===== config.mk =====
export PLATFORM = sky130hd
export DESIGN_NAME = stream_width_packer
export DESIGN_NICKNAME = d
export VERILOG_FILES = /design/src/rtl/stream_width_packer.sv
export SDC_FILE = /design/constraint.sdc
export NUM_CORES = 1
export LEC_CHECK = 0
export ABC_AREA = 1
export CORE_MARGIN = 2
export CORE_UTILIZATION = 50
export CTS_CLUSTER_DIAMETER = 30
export DETAILED_ROUTE_END_ITERATION = 10
export PLACE_DENSITY = 0.83
export SETUP_SLACK_MARGIN = 0.2
export SYNTH_ARGS = -nofsm -noshare
export SYNTH_HDL_FRONTEND = slang
export SYNTH_SLANG_ARGS = --single-unit

===== constraint.sdc =====
create_clock -name clk -period 3.3 [get_ports clk]
set_input_delay 0.66 -clock clk [delete_from_list [all_inputs] [get_ports clk]]
set_output_delay 0.66 -clock clk [all_outputs]
set_load 0.01 [all_outputs]

===== src/rtl/stream_width_packer.sv =====
// Packs a narrow valid/ready byte-lane stream into full-width FIFO words with lane-count and packet-last sideband.
// Optional idle-timeout flush of partial words is enabled by defining PACKER_FLUSH_TIMEOUT_EN.
module stream_width_packer #(
    parameter int unsigned IN_WIDTH       = 8,
    parameter int unsigned OUT_WIDTH      = 32,
    parameter int unsigned TIMEOUT_CYCLES = 16
) (
    input  logic                                      clk,
    input  logic                                      rst,
    input  logic                                      in_valid,
    output logic                                      in_ready,
    input  logic [IN_WIDTH-1:0]                       in_data,
    input  logic                                      in_last,
    input  logic                                      fifo_full,
    output logic                                      fifo_wr_en,
    output logic [OUT_WIDTH-1:0]                      fifo_wr_data,
    output logic [$clog2(OUT_WIDTH/IN_WIDTH):0]       fifo_wr_lanes,
    output logic                                      fifo_wr_last
);

    localparam int unsigned RATIO  = OUT_WIDTH / IN_WIDTH;
    localparam int unsigned LANE_W = $clog2(RATIO) + 1;
    localparam int unsigned CNT_W  = $clog2(RATIO);

    // Reject geometries the lane counter cannot represent
    generate
        if (RATIO < 2 || (RATIO & (RATIO - 1)) != 0 || RATIO * IN_WIDTH != OUT_WIDTH
            || TIMEOUT_CYCLES == 0) begin : g_cfg_err
            $error("stream_width_packer: unsupported IN_WIDTH/OUT_WIDTH/TIMEOUT_CYCLES");
        end
    endgenerate

    typedef enum logic {
        FILL = 1'b0,
        HOLD = 1'b1
    } state_t;

    state_t                 r_state;
    state_t                 w_state_n;
    logic [CNT_W-1:0]       r_cnt;
    logic [CNT_W-1:0]       w_cnt_n;
    logic [OUT_WIDTH-1:0]   r_data;
    logic [OUT_WIDTH-1:0]   w_data_n;
    logic [LANE_W-1:0]      r_lanes;
    logic [LANE_W-1:0]      w_lanes_n;
    logic                   r_last;
    logic                   w_last_n;
    logic                   w_accept;
    logic                   w_write;

`ifdef PACKER_FLUSH_TIMEOUT_EN
    localparam int unsigned IDLE_W = $clog2(TIMEOUT_CYCLES + 1);

    logic [IDLE_W-1:0]      r_idle;
    logic [IDLE_W-1:0]      w_idle_n;
`endif

    assign in_ready      = (r_state == FILL) || ((r_state == HOLD) && !fifo_full);
    assign w_accept      = in_valid && in_ready;
    assign w_write       = (r_state == HOLD) && !fifo_full;

    assign fifo_wr_en    = (r_state == HOLD);
    assign fifo_wr_data  = r_data;
    assign fifo_wr_lanes = r_lanes;
    assign fifo_wr_last  = r_last;

    // State and holding-register update
    always_ff @(posedge clk or posedge rst) begin
        if (rst) begin
            r_state <= FILL;
            r_cnt   <= '0;
            r_data  <= '0;
            r_lanes <= '0;
            r_last  <= 1'b0;
`ifdef PACKER_FLUSH_TIMEOUT_EN
            r_idle  <= '0;
`endif
        end else begin
            r_state <= w_state_n;
            r_cnt   <= w_cnt_n;
            r_data  <= w_data_n;
            r_lanes <= w_lanes_n;
            r_last  <= w_last_n;
`ifdef PACKER_FLUSH_TIMEOUT_EN
            r_idle  <= w_idle_n;
`endif
        end
    end

    // Next-state: FILL gathers beats little-endian, HOLD presents the word until the FIFO takes it
    always_comb begin
        w_state_n = r_state;
        w_cnt_n   = r_cnt;
        w_data_n  = r_data;
        w_lanes_n = r_lanes;
        w_last_n  = r_last;
`ifdef PACKER_FLUSH_TIMEOUT_EN
        w_idle_n  = r_idle;
`endif

        case (r_state)
            FILL: begin
                if (w_accept) begin
                    for (int k = 0; k < int'(RATIO); k++) begin
                        if (r_cnt == CNT_W'(k)) begin
                            w_data_n[k*IN_WIDTH +: IN_WIDTH] = in_data;
                        end
                    end
`ifdef PACKER_FLUSH_TIMEOUT_EN
                    w_idle_n = '0;
`endif
                    if (r_cnt == CNT_W'(RATIO - 1) || in_last) begin
                        w_state_n = HOLD;
                        w_lanes_n = LANE_W'(r_cnt) + LANE_W'(1);
                        w_last_n  = in_last;
                        w_cnt_n   = '0;
                    end else begin
                        w_cnt_n   = r_cnt + CNT_W'(1);
                    end
                end
`ifdef PACKER_FLUSH_TIMEOUT_EN
                // The idle cycle that brings the count to TIMEOUT_CYCLES flushes the partial word
                else if (r_cnt != '0) begin
                    if (r_idle == IDLE_W'(TIMEOUT_CYCLES - 1)) begin
                        w_state_n = HOLD;
                        w_lanes_n = LANE_W'(r_cnt);
                        w_last_n  = 1'b0;
                        w_cnt_n   = '0;
                        w_idle_n  = '0;
                    end else begin
                        w_idle_n  = r_idle + IDLE_W'(1);
                    end
                end
`endif
            end

            HOLD: begin
                if (w_write) begin
                    w_state_n = FILL;
                    w_data_n  = '0;
                    w_lanes_n = '0;
                    w_last_n  = 1'b0;
                    w_cnt_n   = '0;
                    // A beat arriving with the write starts the next word in lane 0 without a bubble
                    if (in_valid) begin
                        w_data_n[IN_WIDTH-1:0] = in_data;
                        if (in_last) begin
                            w_state_n = HOLD;
                            w_lanes_n = LANE_W'(1);
                            w_last_n  = 1'b1;
                        end else begin
                            w_cnt_n   = CNT_W'(1);
                        end
                    end
                end
            end

            default: begin
                w_state_n = FILL;
            end
        endcase
    end

endmodule

==> metrics, run 1 <==
status=completed; GRT Util Overall=21.7%; hold_buf cts=0; DR pass1 iterations=4; period utilization=71.8%; DR DRC count=0; post-route ant nets=0; CP endpoint kind=output port; WS Path Type=input port to output port; Worst EP required=2.64 ns; # resized after CTS=0; leak pwr=1.29 nW; final WL=about 4000 um; post-synthesis sequential area ratio=54.7%; total gr overflow=0; Setup Viol. Count Final=0; Crit path largest cell delay=0.54 ns; Sequential Area=roughly 1000 sq um; CP dominant cell by count=clkdlybuf4s50_1; TNS Setup=0 ns; Initial DRC Count=154; Crit Path Max Fanout=2; clock buffer count from CTS=5; count of cell types in the netlist=17; layout cells sized above 1=8.30%; first-pass GRT wire length=between 6000 and 7000 um; slack of the critical path=0.930 ns; Startpoint Class=input port; Max Slew Vio Count=0; Max-cap violations=0; ant diodes=0; fill count=approximately 270; Starting Density=around 53%; area of the multi-input gates=701 sq um; vias per cell=4.98; hpwl dp=2900 um; Synth top area share=54.7%; Tmin final=roughly 2.4 ns; crit path DAT=1.71 ns; top-count cell post-synth=nand2_1; Syn Inst Count=210; Critical Path Slowest Stage Cell=clkdlybuf4s50_1; top cells by area, synth=dfrtp_1 (55%), nand2_1 (17%), nand3_1 (12%), inv_1 (3.2%), nand2_4 (3.2%); power share of the combinational group=a little over two fifths; Setup Buffers After CTS=0; critical path, cell by cell=clkdlybuf4s50_1 -> nand2_1 -> clkdlybuf4s50_1; dominant cell type by area after synthesis=dfrtp_1; Area growth, synth to finish=33.6%; Die Y-Extent=63.8 um; DP Area=about 0.0023 sq mm; die footprint=0.00406 sq mm; largest net degree at the start of global routing=40; CTS tree=yes; EDFF count, synth=0; CTS H-tree lvls=2; synth cell count leaders=nand2_1 (80), nand3_1 (42), dfrtp_1 (39); Die Width=63.8 um; number of global-route vias before repair=~1500; Slew HR=67.4%; Hold Path Class=flip-flop to flip-flop; Worst-path clk slew=0.12 ns; clock skew=0.00900 ns; worst skew pair latency=0.36 ns; post-synthesis cell area=0.00179 sq mm; Fin Hold WS=0.510 ns; gp weighted congestion=0.823; final hold vios=0; Int Pwr=roughly 1.1 mW; clock power share=14.6%; #FFs+latches synth=39; RSZ-0062 raised after global routing=false; Place WS=0.929 ns; fin area=0.00239 sq mm; DR WL/cell=approximately 13 um; syn_nets=227; Pwr Density=709 mW/mm^2; Layout Nets=281; FMAX=~420 MHz; Async SR Flop Fraction=100%; sw power=between 0.6 and 0.7 mW; floorplan row count=21; Core Area=0.00339 sq mm; initial antenna violation count=0; CTS Root Buffer Type=clkbuf_4; CTS max path bufs=2; IO buf count=50; Primary FF master, synth=dfrtp_1; I/O Pins=between 50 and 60; number of synthesis warnings=0; part of the power in registers=43.6%; Clock Sinks=39; Sw Ratio=35.9%; Max VDD drop=0.371 mV; Via Count=1549; Worst Tran Pin Value=0.488 ns; Mean Syn Cell Area=8.50 sq um
==> cell type report <==
cell class / instances / area share (%)
Timing Repair Buffer: 52 / 21.6
Inverter: 19 / 3.30
Clock inverter: 3 / 0.839
Clock buffer: 5 / 1.57
Multi-Input combinational cell: 147 / 29.4
Sequential cell: 39 / 40.9
Tap cell: 46 / 2.41
==> sequential cells by signal, summed over array words and instances (netlist names) <==
signal / cells
r_cnt: 2
fifo_wr_last: 1
fifo_wr_lanes: 3
fifo_wr_data: 32
fifo_wr_en: 1
==> per-stage QoR <==
step | utilization [%] | power [mW] | cells
floorplan | - | 1.08 | 210
global placement | 68.7 | 1.44 | 303
detailed placement | 68.7 | 1.46 | 303
CTS | 70.4 | 1.71 | 311
global route | 70.4 | 1.81 | 311
finish | 70.4 | 1.69 | 311
==> layer usage <==
metal | track usage, % | share of wire [%]
met5 | 0 | 0
met3 | 5.11 | 7.1
met1 | 28.7 | 43
met2 | 34.3 | 48
met4 | 8.97 | 1.7
==> cell usage in the layout (no fill, tap or decap), types with 2 or more instances in the layout <==
master	Yosys	final
nand2_1	80	80
clkdlybuf4s50_1	0	50
nand3_1	42	42
dfrtp_1	39	39
inv_1	15	15
nor2_1	11	11
nand2_4	5	5
clkbuf_4	0	5
ha_1	4	4
clkinv_2	2	3
clkinvlp_4	0	2
buf_4	2	2
==> power groups by stage <==
stage | combinational (mW) | clock (mW) | sequential, mW
after global routing | 0.775 | 0.273 | 0.757
after global placement | 0.696 | 0 | 0.742
final | 0.708 | 0.246 | 0.737
after floorplan | 0.284 | 0 | 0.794
after detailed placement | 0.713 | 0 | 0.750
after CTS | 0.716 | 0.250 | 0.739
==> logic make-up (layout without fill, tap and decap cells) <==
| group | count (synthesis) | count (layout) | share of synthesized area [%] |
|---|---|---|---|
| AND/OR/NAND/NOR | 141 | 141 | 35.9 |
| flip-flops | 39 | 39 | 54.7 |
| buffers and inverters | 24 | 79 | 6.10 |
| adder cells (fa/ha/maj) | 4 | 4 | 2.80 |
| AO/OA/AOI/OAI | 2 | 2 | 0.560 |
==> path summary, 6_finish.rpt <==
| kind | startpoint | end | slack, ns | cells after the start |
|---|---|---|---|---|
| min in group asynchronous | rst | fifo_wr_data[29]$_DFFE_PP0P_ | 0.70 | 3 |
| worst max register to register | fifo_wr_en$_DFF_PP0_ | fifo_wr_data[0]$_DFFE_PP0P_ | 1.76 | 5 |
| max in group asynchronous | rst | fifo_wr_data[0]$_DFFE_PP0P_ | 2.26 | 3 |
| worst max-delay path | fifo_full | in_ready | 0.93 | 3 |
| worst min-delay path | fifo_wr_data[23]$_DFFE_PP0P_ | fifo_wr_data[23]$_DFFE_PP0P_ | 0.51 | 2 |
| worst min register to register | fifo_wr_data[23]$_DFFE_PP0P_ | fifo_wr_data[23]$_DFFE_PP0P_ | 0.51 | 2 |
==> worst max-delay path, delay by kind of cell <==
kind	cells	cell delay, ns
AND/OR/NAND/NOR	1	0.09
buffers and inverters	2	0.96
Power figures use the tool's default switching activity.
==> run 2, diff against run 1 <==
CORE_UTILIZATION = 42   (was 50)
PLACE_DENSITY = 0.75   (was 0.83)
clock period = 2.1 ns   (was 3.3 ns; I/O delays follow)
==> run 2 against run 1 <==
Effect of this change: non-clock buffer count did not move; clock skew is essentially flat; global-route usage decreased by 3.6 points; via count decreased by 1.5%; highest routed layer unchanged; register-to-register slack worse by 0.95 ns.
==> metrics, run 2 (synthesized netlist as in run 1, its figures left out) <==
Via Count=1525 (-1.5%); Max-cap violations=0 (unchanged); TNS Setup=0 ns (unchanged); CTS tree=yes; vias per cell=4.84 (-2.8%); gp weighted congestion=0.781 (-5.2%); Tmin final=between 1.5 and 2 ns; Setup Viol. Count Final=0 (unchanged); leak pwr=1.32 nW (+2.7%); Hold Path Class=flip-flop to flip-flop; CTS Root Buffer Type=clkbuf_8; clock buffer count from CTS=5 (unchanged); hpwl dp=2820 um (-2.7%); Die Width=69.2 um (+8.5%); clock skew=0.00905 ns (+0.0000421 ns); largest net degree at the start of global routing=41 (+2.5%); floorplan row count=23 (+9.5%); critical path, cell by cell=clkdlybuf4s50_1; Die Y-Extent=69.2 um (+8.5%); Crit Path Max Fanout=9 (+7); final WL=3940 um (-2.0%); WS Path Type=flip-flop to output port; most frequent cells in the layout=nand2_1 (80), clkdlybuf4s50_1 (49), nand3_1 (42), dfrtp_1 (38), inv_1 (15); total gr overflow=0 (unchanged); I/O Pins=51 (unchanged); Worst Tran Pin Value=0.489 ns (+0.00103 ns); Worst-path clk slew=0.08 ns (-0.04 ns); CTS max path bufs=2 (unchanged); RSZ-0062 raised after global routing=false; DR pass1 iterations=4 (unchanged); initial antenna violation count=0 (unchanged); IO buf count=50 (unchanged); hold_buf cts=0 (unchanged); Area growth, synth to finish=37.7%; layout cells sized above 1=8.68% (+0.38 points); number of buffers and inverters on the critical path=1 (-1); max reg flops=32 (unchanged); Initial DRC Count=59 (-62%); FMAX=562 MHz; DP Area=0.00235 sq mm (+0.75%); Crit path max-delay family=buffers and inverters; GRT Util Overall=18.0% (-3.6 points); commonest non-fill, non-tap cell in the layout=nand2_1; crit path DAT=1.36 ns (-0.35 ns); CP endpoint kind=output port; fin area=0.00246 sq mm (+3.0%); Core Area=0.00406 sq mm (+20%); final hold vios=0 (unchanged); # resized after CTS=2 (+2); Setup Buffers After CTS=0 (unchanged); Startpoint Class=flip-flop; die footprint=0.00479 sq mm (+18%); Starting Density=44.0% (-8.7 points); worst skew pair latency=0.30 ns (-0.06 ns); DR DRC count=0 (unchanged); Worst EP required=1.68 ns (-0.96 ns); DR WL/cell=12.5 um (-3.3%); period utilization=84.8%; Crit path largest cell delay=0.58 ns (+0.04 ns); Max Slew Vio Count=0 (unchanged); CTS H-tree lvls=2 (unchanged); Pwr Density=1180 mW/mm^2 (+66%); Max VDD drop=0.666 mV (+79%); Layout Nets=281 (unchanged); ant diodes=0 (unchanged); Clock Sinks=39 (unchanged); fill count=371 (+38%); status=completed; number of global-route vias before repair=1404 (-3.6%); Slew HR=67.4% (-0.068 points); first-pass GRT wire length=6890 um (+1.6%); Critical Path Slowest Stage Cell=clkdlybuf4s50_1; post-route ant nets=0 (unchanged)
run 2: worst paths after layout:
check                      depth (start not counted)  slack [ns]                            to                         start
max in group asynchronous                          3        1.20          fifo_wr_en$_DFF_PP0_                           rst
min in group asynchronous                          3        0.53  fifo_wr_data[15]$_DFFE_PP0P_                           rst
max reg2reg                                        7        0.81      fifo_wr_last$_DFFE_PP0P_          r_cnt[0]$_DFFE_PP0P_
min                                                2        0.50  fifo_wr_data[10]$_DFFE_PP0P_  fifo_wr_data[10]$_DFFE_PP0P_
max                                                1        0.32                    fifo_wr_en          fifo_wr_en$_DFF_PP0_
min reg2reg                                        2        0.50  fifo_wr_data[10]$_DFFE_PP0P_  fifo_wr_data[10]$_DFFE_PP0P_
run 2: power breakdown:
| group | switching (mW) | leakage, nW | internal [mW] |
|---|---|---|---|
| combinational | 0.522 | 0.746 | 0.590 |
| sequential | 0.159 | 0.519 | 0.994 |
| clock | 0.276 | 0.0581 | 0.354 |
| total | 0.957 | 1.32 | 1.94 |
run 2: cell type report:
class	count	area [sq um]	area share, %
clock buffers	5	68.8	2.80
well taps	50	62.6	2.54
clock inverters	3	43.8	1.78
repair buffers	52	527	21.4
flip-flops and latches	39	977	39.7
multi-input cells	147	701	28.5
inverters	19	78.8	3.21
run 2: tightest hold or removal path, delay by kind of cell (launching register included):
| family | cells | cell delay [ns] |
|---|---|---|
| simple gates | 2 | 0.12 |
| flops | 1 | 0.35 |
run 2: per-stage QoR:
step	hold WS (ns)	utilization (%)	cells	power [mW]	worst slack, ns
floorplan	0.535	-	210	1.69	0.791
global placement	0.480	57.8	307	2.28	0.221
detailed placement	0.487	57.8	307	2.30	0.188
CTS	0.506	60.6	315	2.94	0.302
global route	0.521	60.6	315	3.09	0.271
finish	0.502	60.6	315	2.89	0.319
run 2: metal layers:
layer / track usage (%) / up-vias / wire length [um]
li1: - / 765 / -
met1: 24.2 / 700 / 1770
met2: 26.6 / 52 / 1760
met3: 6.83 / 8 / 334
met4: 6.75 / 0 / 78
met5: 0 / - / 0
==> run 3, diff against run 2 <==
CORE_UTILIZATION = 47   (was 42)
PLACE_DENSITY = 0.79   (was 0.75)
clock period = 1.85 ns   (was 2.1 ns; I/O delays follow)
==> run 3 against run 2 <==
Effect of this change: first-iteration DRC count up 51%; sequential power is 12% higher; worst hold slack worse by 0.0060 ns; critical path type unchanged; highest routed layer unchanged; non-clock buffer count up 1; cell area decreased by 0.20%; die area down 10%; largest cell class unchanged; power increased by 11%.
==> metrics, run 3 (synthesized netlist as in run 1, its figures left out) <==
status=completed; DR pass1 iterations=4 (unchanged); max reg flops=32 (unchanged); DP Area=0.00235 sq mm (+0.21%); non-filler instance count after layout=314 (-0.32%); final WL=4070 um (+3.4%); final hold vios=0 (unchanged); Die Y-Extent=65.6 um (-5.2%); Crit path largest cell delay=0.56 ns (-0.02 ns); CTS tree=yes; Crit path max-delay family=buffers and inverters; gp weighted congestion=0.815 (+4.4%); fin area=0.00245 sq mm (-0.20%); Crit Path Max Fanout=2 (-7); Fin Hold WS=0.496 ns (-0.00604 ns); CTS max path bufs=2 (unchanged); TNS Setup=0 ns (unchanged); CTS H-tree lvls=2 (unchanged); Max VDD drop=0.793 mV (+19%); hpwl dp=2950 um (+4.6%); crit path DAT=1.22 ns (-0.14 ns); number of buffers and inverters on the critical path=1 (unchanged); Worst-path clk slew=0.08 ns (about the same); GRT Util Overall=21.0% (+3.0 points); CP endpoint kind=output port; critical path, cell by cell=clkdlybuf4s50_1; FMAX=631 MHz; Core Area=0.00366 sq mm (-9.8%); Max-cap violations=0 (unchanged); Reg-to-Reg Start=r_cnt[0]$_DFFE_PP0P_; Tot Pwr=3.22 mW (+11%); vias per cell=4.91 (+1.4%); Setup Viol. Count Final=0 (unchanged); Starting Density=48.8% (+4.8 points); Tmin final=1.59 ns; metal3 WL=270 um (-19%); Worst Tran Pin Value=0.491 ns (+0.00116 ns); Clock Sinks=39 (unchanged); Worst EP required=1.48 ns (-0.20 ns); floorplan row count=22 (-4.3%); slack of the critical path=0.265 ns (-0.0548 ns); most frequent cells in the layout=nand2_1 (80), clkdlybuf4s50_1 (49), nand3_1 (42), dfrtp_1 (39), inv_1 (15); worst setup path startpoint=fifo_wr_data[26]$_DFFE_PP0P_; Pwr Density=1310 mW/mm^2 (+12%); CTS Root Buffer Type=clkbuf_8; I/O Pins=51 (unchanged); post-route ant nets=0 (unchanged); clock buffer count from CTS=5 (unchanged); Place WS=0.0681 ns (-0.120 ns); die footprint=0.00431 sq mm (-10%); DR DRC count=0 (unchanged); largest net degree at the start of global routing=41 (unchanged); fill count=320 (-14%); total gr overflow=0 (unchanged); Startpoint Class=flip-flop; Critical Path Slowest Stage Cell=clkdlybuf4s50_1; IO buf count=50 (unchanged); M1 wire length=1750 um (-0.96%); period utilization=85.7%; worst skew pair latency=0.29 ns (about the same); Die Width=65.6 um (-5.2%); ant diodes=0 (unchanged); Via Count=1542 (+1.1%); Area growth, synth to finish=37.4%; Setup Buffers After CTS=0 (unchanged); WS Path Type=flip-flop to output port; Max Slew Vio Count=0 (unchanged); Worst R2R Path Depth=6 (-1); Reg-to-Reg End=fifo_wr_data[17]$_DFFE_PP0P_; first-pass GRT wire length=6690 um (-2.8%); Reg2Reg Setup Slack=0.54 ns (-0.27 ns); DR WL/cell=13.0 um (+3.7%); Initial DRC Count=89 (+51%); area of the multi-input gates=701 sq um (unchanged); Slew HR=67.3% (-0.077 points); leak pwr=1.32 nW (-0.12%); Hold Path Class=input port to asynchronous set/reset pin; Cells after DPL=306 (-0.33%); utilization after layout=67.0% (+6.4 points); Sequential Area=976 sq um (-0.13%); hold_buf cts=0 (unchanged); clock skew=0.00396 ns (-0.00508 ns); number of global-route vias before repair=1384 (-1.4%); RSZ-0062 raised after global routing=false; metal2 WL=2000 um (+14%); Highest Signal Layer=met4; initial antenna violation count=0 (unchanged); commonest non-fill, non-tap cell in the layout=nand2_1; Layout Nets=282 (+0.36%); layout cells sized above 1=8.65% (-0.033 points)
## run 3: metal layers
layer  GRT usage [%]  up-vias
li1                -      769
met1            27.8      720
met2            32.6       48
met3            6.16        5
met4            7.81        0
met5               0        -
## run 3: final cells by class
type / count / share of cell area (%)
flip-flops and latches: 39 / 39.8
clock buffers: 7 / 3.93
clock inverters: 1 / 0.306
inverters: 19 / 3.21
well taps: 48 / 2.45
repair buffers: 53 / 21.8
multi-input cells: 147 / 28.6
## run 3: how the worst max path moves through the flow
stage | slack (ns) | cells past startpoint | to
floorplan | 0.59 | 1 | fifo_wr_data[0]$_DFFE_PP0P_
global placement | 0.08 | 3 | in_ready
detailed placement | 0.07 | 3 | in_ready
CTS | 0.24 | 1 | fifo_wr_data[26]
global route | 0.22 | 1 | fifo_wr_data[0]
finish | 0.26 | 1 | fifo_wr_data[26]
## run 3: timing repair
item,4_1_cts,5_1_grt
gates resized for setup,1,0
endpoints found under the hold margin,0,0
setup endpoints to repair,1,0
## run 3: report_power, final
part / switching [mW] / internal (mW)
clock network: 0.297 / 0.339
registers: 0.163 / 1.13
logic: 0.619 / 0.677
total: 1.08 / 2.14
